**src/rtl/usb_uart_pkg.sv**
```systemverilog
// Shared types and elaboration helpers for the USB CDC UART receive path.
// Pure package: no latency, no backpressure.
package usb_uart_pkg;

  localparam int MIN_DIV = 8;

  typedef enum logic [2:0] {
    IDLE,
    START,
    DATA,
    STOP,
    BREAK
  } rx_state_e;

  function automatic int calc_div(input int clk_freq, input int baudrate);
    return clk_freq / baudrate;
  endfunction

  function automatic bit div_legal(input int clk_freq, input int baudrate);
    return (baudrate > 0) && (clk_freq % baudrate == 0) && (clk_freq / baudrate >= MIN_DIV);
  endfunction

  function automatic bit depth_legal(input int depth);
    return (depth >= 2) && ((depth & (depth - 1)) == 0);
  endfunction

endpackage

```
**src/rtl/usb_uart_rx_fifo_if.sv**
```systemverilog
// Serial line in, buffered byte stream out with valid/accept and error pulses.
// Wires only: no latency; downstream stalls by holding accept_i low.
interface usb_uart_rx_fifo_if #(
  parameter int FIFO_DEPTH = 16
);
  localparam int LW = $clog2(FIFO_DEPTH) + 1;

  logic          rx_i;
  logic          accept_i;
  logic [7:0]    data_o;
  logic          valid_o;
  logic [LW-1:0] level_o;
  logic          frame_err_o;
  logic          overflow_o;

  modport master (
    input  rx_i, accept_i,
    output data_o, valid_o, level_o, frame_err_o, overflow_o
  );

  modport slave (
    output rx_i, accept_i,
    input  data_o, valid_o, level_o, frame_err_o, overflow_o
  );
endinterface

```
**src/rtl/usb_uart_sync_fifo.sv**
```systemverilog
// First-word fall-through FIFO; a write lands on data_out one edge later.
// Push into a full FIFO is refused unless a pop frees a slot in the same cycle.
module usb_uart_sync_fifo #(
  parameter int DEPTH = 16,
  parameter int WIDTH = 8
) (
  input  logic                   clk,
  input  logic                   rst,
  input  logic                   push,
  input  logic [WIDTH-1:0]       data_in,
  output logic                   full,
  input  logic                   pop,
  output logic [WIDTH-1:0]       data_out,
  output logic                   empty,
  output logic [$clog2(DEPTH):0] level
);
  localparam int AW = $clog2(DEPTH);

  logic [AW:0]      wr_ptr;
  logic [AW:0]      rd_ptr;
  logic [WIDTH-1:0] mem [DEPTH];
  logic             do_pop;
  logic             do_push;

  assign level    = wr_ptr - rd_ptr;
  assign empty    = (level == '0);
  assign full     = (level == (AW+1)'(DEPTH));
  assign do_pop   = pop && !empty;
  assign do_push  = push && (!full || do_pop);
  assign data_out = mem[rd_ptr[AW-1:0]];

  always_ff @(posedge clk) begin
    if (rst) begin
      wr_ptr <= '0;
      rd_ptr <= '0;
      for (int i = 0; i < DEPTH; i++) begin
        mem[i] <= '0;
      end
    end else begin
      if (do_push) begin
        mem[wr_ptr[AW-1:0]] <= data_in;
        wr_ptr              <= wr_ptr + 1'b1;
      end
      if (do_pop) begin
        rd_ptr <= rd_ptr + 1'b1;
      end
    end
  end

endmodule

```
**src/rtl/usb_uart_rx_fifo.sv**
```systemverilog
// 8N1 receiver feeding a FWFT byte FIFO; byte visible one edge after its stop-bit tick.
// Full FIFO drops the new byte with an overflow pulse; accept_i pops when valid_o.
module usb_uart_rx_fifo
  import usb_uart_pkg::*;
#(
  parameter int CLK_FREQ   = 60000000,
  parameter int BAUDRATE   = 1000000,
  parameter int FIFO_DEPTH = 16
) (
  input  logic                  clk_i,
  input  logic                  rst_i,
  usb_uart_rx_fifo_if.master    bus
);
  localparam int DIV = calc_div(CLK_FREQ, BAUDRATE);
  localparam int CW  = $clog2(DIV);
  localparam int LW  = $clog2(FIFO_DEPTH) + 1;
  localparam logic [CW-1:0] HALF_LOAD = CW'(DIV / 2 - 1);
  localparam logic [CW-1:0] FULL_LOAD = CW'(DIV - 1);

  if (!div_legal(CLK_FREQ, BAUDRATE)) begin : g_bad_div
    $error("usb_uart_rx_fifo: CLK_FREQ/BAUDRATE must be an integer >= 8");
  end
  if (!depth_legal(FIFO_DEPTH)) begin : g_bad_depth
    $error("usb_uart_rx_fifo: FIFO_DEPTH must be a power of two >= 2");
  end

  logic          rx_meta;
  logic          rx_s;
  rx_state_e     state_q, state_d;
  logic [CW-1:0] cnt_q, cnt_d;
  logic [2:0]    bit_idx_q, bit_idx_d;
  logic [7:0]    shift_q, shift_d;
  logic          tick;
  logic          push;
  logic          frame_err_d;
  logic          overflow_d;
  logic          frame_err_q;
  logic          overflow_q;
  logic          fifo_full;
  logic          fifo_empty;
  logic          pop;
  logic [LW-1:0] fifo_level;
  logic [7:0]    fifo_data;

  // Two-flop synchroniser; resets to the idle (high) line level.
  always_ff @(posedge clk_i) begin
    if (rst_i) begin
      rx_meta <= 1'b1;
      rx_s    <= 1'b1;
    end else begin
      rx_meta <= bus.rx_i;
      rx_s    <= rx_meta;
    end
  end

  always_ff @(posedge clk_i) begin
    if (rst_i) begin
      state_q     <= IDLE;
      cnt_q       <= '0;
      bit_idx_q   <= '0;
      shift_q     <= '0;
      frame_err_q <= 1'b0;
      overflow_q  <= 1'b0;
    end else begin
      state_q     <= state_d;
      cnt_q       <= cnt_d;
      bit_idx_q   <= bit_idx_d;
      shift_q     <= shift_d;
      frame_err_q <= frame_err_d;
      overflow_q  <= overflow_d;
    end
  end

  assign tick = (cnt_q == '0);

  always_comb begin
    state_d     = state_q;
    cnt_d       = cnt_q;
    bit_idx_d   = bit_idx_q;
    shift_d     = shift_q;
    push        = 1'b0;
    frame_err_d = 1'b0;
    case (state_q)
      IDLE: begin
        if (!rx_s) begin
          cnt_d   = HALF_LOAD;
          state_d = START;
        end
      end
      START: begin
        if (!tick) begin
          cnt_d = cnt_q - CW'(1);
        end else if (rx_s) begin
          state_d = IDLE;
        end else begin
          cnt_d     = FULL_LOAD;
          bit_idx_d = '0;
          state_d   = DATA;
        end
      end
      DATA: begin
        if (!tick) begin
          cnt_d = cnt_q - CW'(1);
        end else begin
          shift_d   = {rx_s, shift_q[7:1]};
          bit_idx_d = bit_idx_q + 3'd1;
          cnt_d     = FULL_LOAD;
          if (bit_idx_q == 3'd7) begin
            state_d = STOP;
          end
        end
      end
      STOP: begin
        if (!tick) begin
          cnt_d = cnt_q - CW'(1);
        end else if (rx_s) begin
          push    = 1'b1;
          state_d = IDLE;
        end else begin
          frame_err_d = 1'b1;
          state_d     = BREAK;
        end
      end
      BREAK: begin
        if (rx_s) begin
          state_d = IDLE;
        end
      end
      default: state_d = IDLE;
    endcase
  end

  // A pop in the same cycle frees the slot, so only a full FIFO without pop refuses.
  assign pop        = !fifo_empty && bus.accept_i;
  assign overflow_d = push && fifo_full && !pop;

  usb_uart_sync_fifo #(
    .DEPTH (FIFO_DEPTH),
    .WIDTH (8)
  ) u_fifo (
    .clk      (clk_i),
    .rst      (rst_i),
    .push     (push),
    .data_in  (shift_q),
    .full     (fifo_full),
    .pop      (pop),
    .data_out (fifo_data),
    .empty    (fifo_empty),
    .level    (fifo_level)
  );

  assign bus.data_o      = fifo_data;
  assign bus.valid_o     = !fifo_empty;
  assign bus.level_o     = fifo_level;
  assign bus.frame_err_o = frame_err_q;
  assign bus.overflow_o  = overflow_q;

endmodule

```
**src/flat_wrapper.sv**
```systemverilog
// flat-port wrapper written by rule: the top's interface ports become plain ports
module usb_uart_rx_fifo_flat import usb_uart_pkg::*;
#(
  parameter int CLK_FREQ   = 60000000,
  parameter int BAUDRATE   = 1000000,
  parameter int FIFO_DEPTH = 16
)
  (clk_i, rst_i, bus_rx_i, bus_accept_i, bus_data_o, bus_valid_o, bus_level_o, bus_frame_err_o, bus_overflow_o);
  usb_uart_rx_fifo_if #(.FIFO_DEPTH(FIFO_DEPTH)) bus_i ();
  input  logic clk_i;
  input  logic rst_i;
  input wire logic [$bits(bus_i.rx_i)-1:0] bus_rx_i;
  input wire logic [$bits(bus_i.accept_i)-1:0] bus_accept_i;
  output wire logic [$bits(bus_i.data_o)-1:0] bus_data_o;
  output wire logic [$bits(bus_i.valid_o)-1:0] bus_valid_o;
  output wire logic [$bits(bus_i.level_o)-1:0] bus_level_o;
  output wire logic [$bits(bus_i.frame_err_o)-1:0] bus_frame_err_o;
  output wire logic [$bits(bus_i.overflow_o)-1:0] bus_overflow_o;
  assign bus_i.rx_i = bus_rx_i;
  assign bus_i.accept_i = bus_accept_i;
  assign bus_data_o = bus_i.data_o;
  assign bus_valid_o = bus_i.valid_o;
  assign bus_level_o = bus_i.level_o;
  assign bus_frame_err_o = bus_i.frame_err_o;
  assign bus_overflow_o = bus_i.overflow_o;
  usb_uart_rx_fifo #(.CLK_FREQ(CLK_FREQ), .BAUDRATE(BAUDRATE), .FIFO_DEPTH(FIFO_DEPTH)) u_core (.clk_i(clk_i), .rst_i(rst_i), .bus(bus_i));
endmodule
```
**config.mk**
```make
export PLATFORM = sky130hd
export DESIGN_NAME = usb_uart_rx_fifo_flat
export DESIGN_NICKNAME = d
export VERILOG_FILES = /design/src/rtl/usb_uart_pkg.sv /design/src/rtl/usb_uart_rx_fifo_if.sv /design/src/rtl/usb_uart_sync_fifo.sv /design/src/rtl/usb_uart_rx_fifo.sv /design/src/flat_wrapper.sv
export SDC_FILE = /design/constraint.sdc
export NUM_CORES = 1
export LEC_CHECK = 0
export CAP_MARGIN = 20
export CELL_PAD_IN_SITES_DETAIL_PLACEMENT = 0
export CELL_PAD_IN_SITES_GLOBAL_PLACEMENT = 2
export CORE_MARGIN = 1.5
export CORE_UTILIZATION = 40
export DETAILED_ROUTE_END_ITERATION = 8
export HOLD_SLACK_MARGIN = 0.02
export PLACE_DENSITY = 0.76
export RECOVER_POWER = 100
export SLEW_MARGIN = 20
export SYNTH_ARGS = -nofsm -noshare
export SYNTH_HDL_FRONTEND = slang
export SYNTH_SLANG_ARGS = --single-unit
```
**constraint.sdc**
```tcl
create_clock -name clk_i -period 2.6 [get_ports clk_i]
set_clock_uncertainty 0.2 [all_clocks]
set_input_delay 0.26 -clock clk_i [delete_from_list [all_inputs] [get_ports clk_i]]
set_output_delay 0.26 -clock clk_i [all_outputs]
set_load 0.02 [all_outputs]
```
Word level (Yosys, flattened, before mapping)
Memory sizes are Yosys's and may differ from the RTL's. A register that Yosys moved wholly into a read port is not among the register bits.
Cells that the tools add are included.

cells by class
  add/subtract/negate cells = 5
  bitwise gates (word level) = 2
  mux-type cells = 33
  reduce and logical (&&, ||, !) cells = 20
  equality and inequality tests = 15

operators by type and width
  kind                 count
  $mux 3               10
  $mux 6               5
  $pmux 6 s4           1
  $pmux 3 s5           1
  $mux 4               3
  $add 5x1->5 const B  2
  $mux 1               10
  $ne 2x1->1 const B   5
  $mux 8               1
  $reduce_and 4->1     2
  $reduce_or 8->1      1
  $eq 3x2->1 const B   2
  $eq 3x3->1 const B   2
  $logic_not 6->1      1
  $ne 2x2->1 const B   3
  $pmux 3 s2           1
  $reduce_and 6->1     1
  $sub 6x1->6 const B  1
  $eq 5x5->1 const B   1
  $logic_and 1x1->1    5
  $logic_not 5->1      1
  $sub 5x5->5          1
  $reduce_bool 4->1    1
  $add 3x1->3 const B  1
  10 further kinds     13

word-level totals
  output and inout bits = 16
  RAM bits = 128
  memories kept = 1
  word-level logic and storage cells = 86
  input port bits = 4
  register bits = 34

memories
  name               depth  bits a word  read ports  clocked after Yosys merged registers in  write ports  RTL line                  RTL
  u_core.u_fifo.mem  16     8            1           1                                        16           usb_uart_sync_fifo.sv:21  logic [WIDTH-1:0] mem [DEPTH];

Longest topological paths before layout
  depth after elaboration = 12
  mapped depth = 10
  depth with buffers taken out = 8

Modules after synthesis
From an unflattened synthesis, not the netlist that was laid out.

unflattened totals
  cell total of the unflattened synthesis = 603
  area total of the unflattened synthesis = 7,707.4 µm²

modules (own cells, without submodules)
  module              area an instance (µm²)  sequential area each (µm²)  times used  cells each
  usb_uart_sync_fifo  6,545.0                 4,124.0                     1           476
  usb_uart_rx_fifo    1,162.4                 480.5                       1           127

Least setup slack after synthesis
Ideal clock, no wire load.

  path kind = flip-flop to flip-flop
  start point = register u_core.u_fifo.wr_ptr[0]
  end point = memory u_core.u_fifo.mem[12][0], enable pin
  data arrival time = 2,735 ps
  clock period less this slack = 3,265 ps
  required time = 2,069 ps
  stages on the path, launching flop included = 11
  slack = -665 ps
  setup time = 331 ps
  path buffers = 2
  path through = dfxtp_1 > inv_1 > ha_1 > fa_1 > xnor2_1 > nor4bb_1 > or2_0 > buf_2 > a21boi_4 > buf_6 > a31o_1

RTL lines
  what                    RTL line                  RTL
  from (decl)             usb_uart_sync_fifo.sv:19  logic [AW:0] wr_ptr;
  from (signal assigned)  usb_uart_sync_fifo.sv:42  wr_ptr <= wr_ptr + 1'b1;
  to (decl)               usb_uart_sync_fifo.sv:21

==> flow_summary.yaml <==
layout:
  drive_gt1_share_pct: 37.77
  final_cell_mix: "edfxtp_1, nor2_1, buf_4, nand2_1, mux4_2"
  post-route-util_pct: 54.48
  layout_commonest_cell: "edfxtp_1"
  antenna_cells: 0
  nets: 712
  syn2layout_area_growth_pct: 32.71
timing:
  post-route-period-util_pct: 109.7
  relSlewSlack_pct: 41.81
  worst_slew_pin_slew_ps: 872.9
  hold_ws_ps: 215.4
  final_hold_viol_count: 0
  tns_ps: -55920
  setup_violations: 279
  drv_slew: 0
  layout_min_cycle_time_ps: 2852
  timing.fmax_mhz: 350.6
  rsz0062_at_grt: "true"
  layout_setup_ws_ps: -252.5
run_status:
  violations: "setup timing"
  status: "finished, violations left"
placement:
  dp_hpwl_um: 12560
  portBuffers: 19
  gp_congestion: 0.7744
setup_path:
  required_ps: 2570
  cp_max_fo: 8
  slowest_stage: "fa_2"
  r2r_setup_slack_ps: -250
  reg2reg_depth: 11
  crit_buf_inv: 4
  slowest_delay_ps: 550
  reg2reg_to: "u_core.u_fifo.mem[1][0]"
  critical_path_class: "reg2reg"
  cp_cell_sequence: "inv_2, ha_4, fa_2, nand3b_1, nor4bb_2, nor2_1, buf_4, o311ai_4, buf_6, clkbuf_16, nor2_1"
  cp-start-kind: "register"
  r2r-start: "u_core.u_fifo.wr_ptr[0]"
  critPathTopFamily: "adder cells"
  critPathMostFrequentCell: "nor2_1"
  arrival_ps: 2830
  crit_path_end_kind: "register"
worst_hold_path:
  hold_start: "bus_rx_i"
  worstHoldPathType: "in2reg"
  worstHoldEndpoint: "u_core.rx_meta"
  holdPathStages: 2
routing:
  drc: 0
  ant_nets: 0
  drt-initial-drc-count: 323
  firstDrtPassIters: 6
  drt-total-wl_um: 20690
  wl_per_cell_um: 21.40
  viasPerCell: 5.426
  vias: 5247
clocking:
  cts.reportedPaths.clkPinSlew_ps: 70
  cts_buffers: 17
  clock_path_buffers: 2
  cts_tree: "yes"
  cts_sinks: 166
  cts_max_level: 4
  clock_latency_ps: 420
  cts-root-buf: "clkbuf_16"
  hold_buffers: 0
die:
  die_h_um: 142.0
  floorplan.initialDensity_pct: 41.05
  coreArea_um2: 18830
  rows: 50
  die_area_um2: 20170
  io_pins: 20
  die_x_um: 142.0
power:
  leakage_nw: 3.442
  vdd_ir_drop_max_v: 0.0008885
  power.density_nw_per_um2: 815.2
yosys:
  synth_seq_cells: 166
  syn_nets: 622
  seq_area_frac_synth_pct: 59.57
  yosysWarnings: 0
  synth_edf_count: 128
  synth.avg_cell_area_um2: 12.78
  synth-main-ff-cell: "edfxtp_1"
  syn_inst: 605
  syn_area_um2: 7730
  synth_cell_type_count: 55
  synthArstFlopShare_pct: 0
grt:
  grt_pass1_wl_um: 29660
  antenna_found_initial: 0
  grt.overflow.total: 0
  track_usage_pct: 20.32
  grt_max_degree: 33
  grt_pass1_vias: 5280
run:
  cap_violations: 0
flip-flops by register name (all words and copies together) (netlist names), named ones only:
register / flops
u_core.rx_s: 1
u_core.bus.frame_err_o: 1
u_core.shift_q: 8
u_core.u_fifo.rd_ptr: 5
u_core.bit_idx_q: 3
u_core.u_fifo.wr_ptr: 5
u_core.rx_meta: 1
u_core.u_fifo.mem: 128
u_core.bus.overflow_o: 1
u_core.state_q: 3
u_core.cnt_q: 6
worst max path at each step:
stage / start / to / slack (ps) / cells past startpoint
finish: u_core.u_fifo.wr_ptr[0] / u_core.u_fifo.mem[1][0] / -250 / 11
global route: u_core.u_fifo.wr_ptr[0] / u_core.u_fifo.rd_ptr[4] / -360 / 12
CTS: u_core.u_fifo.wr_ptr[0] / u_core.u_fifo.mem[5][6] / -260 / 11
detailed placement: u_core.u_fifo.wr_ptr[0] / bus_valid_o / -420 / 8
global placement: u_core.u_fifo.wr_ptr[0] / bus_valid_o / -390 / 8
floorplan: u_core.u_fifo.wr_ptr[0] / u_core.u_fifo.mem[14][0] / -220 / 10
through the flow:
stage	area [um^2]	worst slack [ps]	total power, mW	instances
after floorplan	7914	-222.6	4.411	605
after global placement	8843	-392.1	5.282	906
after detailed placement	8843	-424.1	5.307	906
after CTS	9788	-262.5	8.165	953
after global routing	10260	-362.4	8.671	967
final	10260	-252.5	8.363	967
final cells by class:
type                    instances  area [um^2]
multi-input cells             391         3495
clock inverters                13        148.9
fillers                      1569         8572
well taps                     260        325.3
flip-flops and latches        166         4609
inverters                      11        41.29
clock buffers                  18        429.2
repair buffers                108         1210
repair_timing:
action,4_1_cts,5_1_grt
gates cloned,3,7
hold endpoints to repair,0,0
pin swaps,13,2
endpoints found under the setup margin,284,290
buffers inserted,13,8
gates resized for setup,83,92
Yosys cell counts, drive strengths merged, types with 4 or more instances:
cell type	count	share of area, %
ha	12	1.9
buf	20	1.3
mux4	40	12
or2	7	0.60
o311ai	4	0.84
nor2	158	7.7
a21boi	4	0.53
nand3	6	0.39
clkbuf	17	0.83
nor2b	11	0.89
edfxtp	128	50
nand2	47	2.3
mux2	9	1.3
a31o	15	1.7
nor3	9	0.73
a21oi	11	0.71
inv	11	0.53
nand2b	5	0.40
mux2i	13	1.7
o21ai	4	0.26
dfxtp	38	9.8
kinds of logic (layout without fill, tap and decap cells):
logic type | Yosys count | count (layout) | share of synthesized area [%]
simple gates | 260 | 260 | 14.94
flops | 166 | 166 | 59.57
mux | 62 | 62 | 14.65
compound gates | 52 | 52 | 5.503
buf+inv | 48 | 150 | 2.687
fa+ha+maj | 13 | 13 | 2.201
xor+xnor | 4 | 4 | 0.4533
where the power goes:
group	switching, mW	internal, mW
clock	1.06	1.42
sequential	0.0696	2.95
combinational	1.34	1.51
metal layers:
layer	share of wire, %	GRT usage, %	vias to the layer above
met3	5.4	4.172	30
li1	-	-	2413
met2	51	35.84	148
met5	0	0	-
met4	2.4	6.131	0
met1	41	25.19	2656
Note: power is estimated with default switching activity, not from simulation.
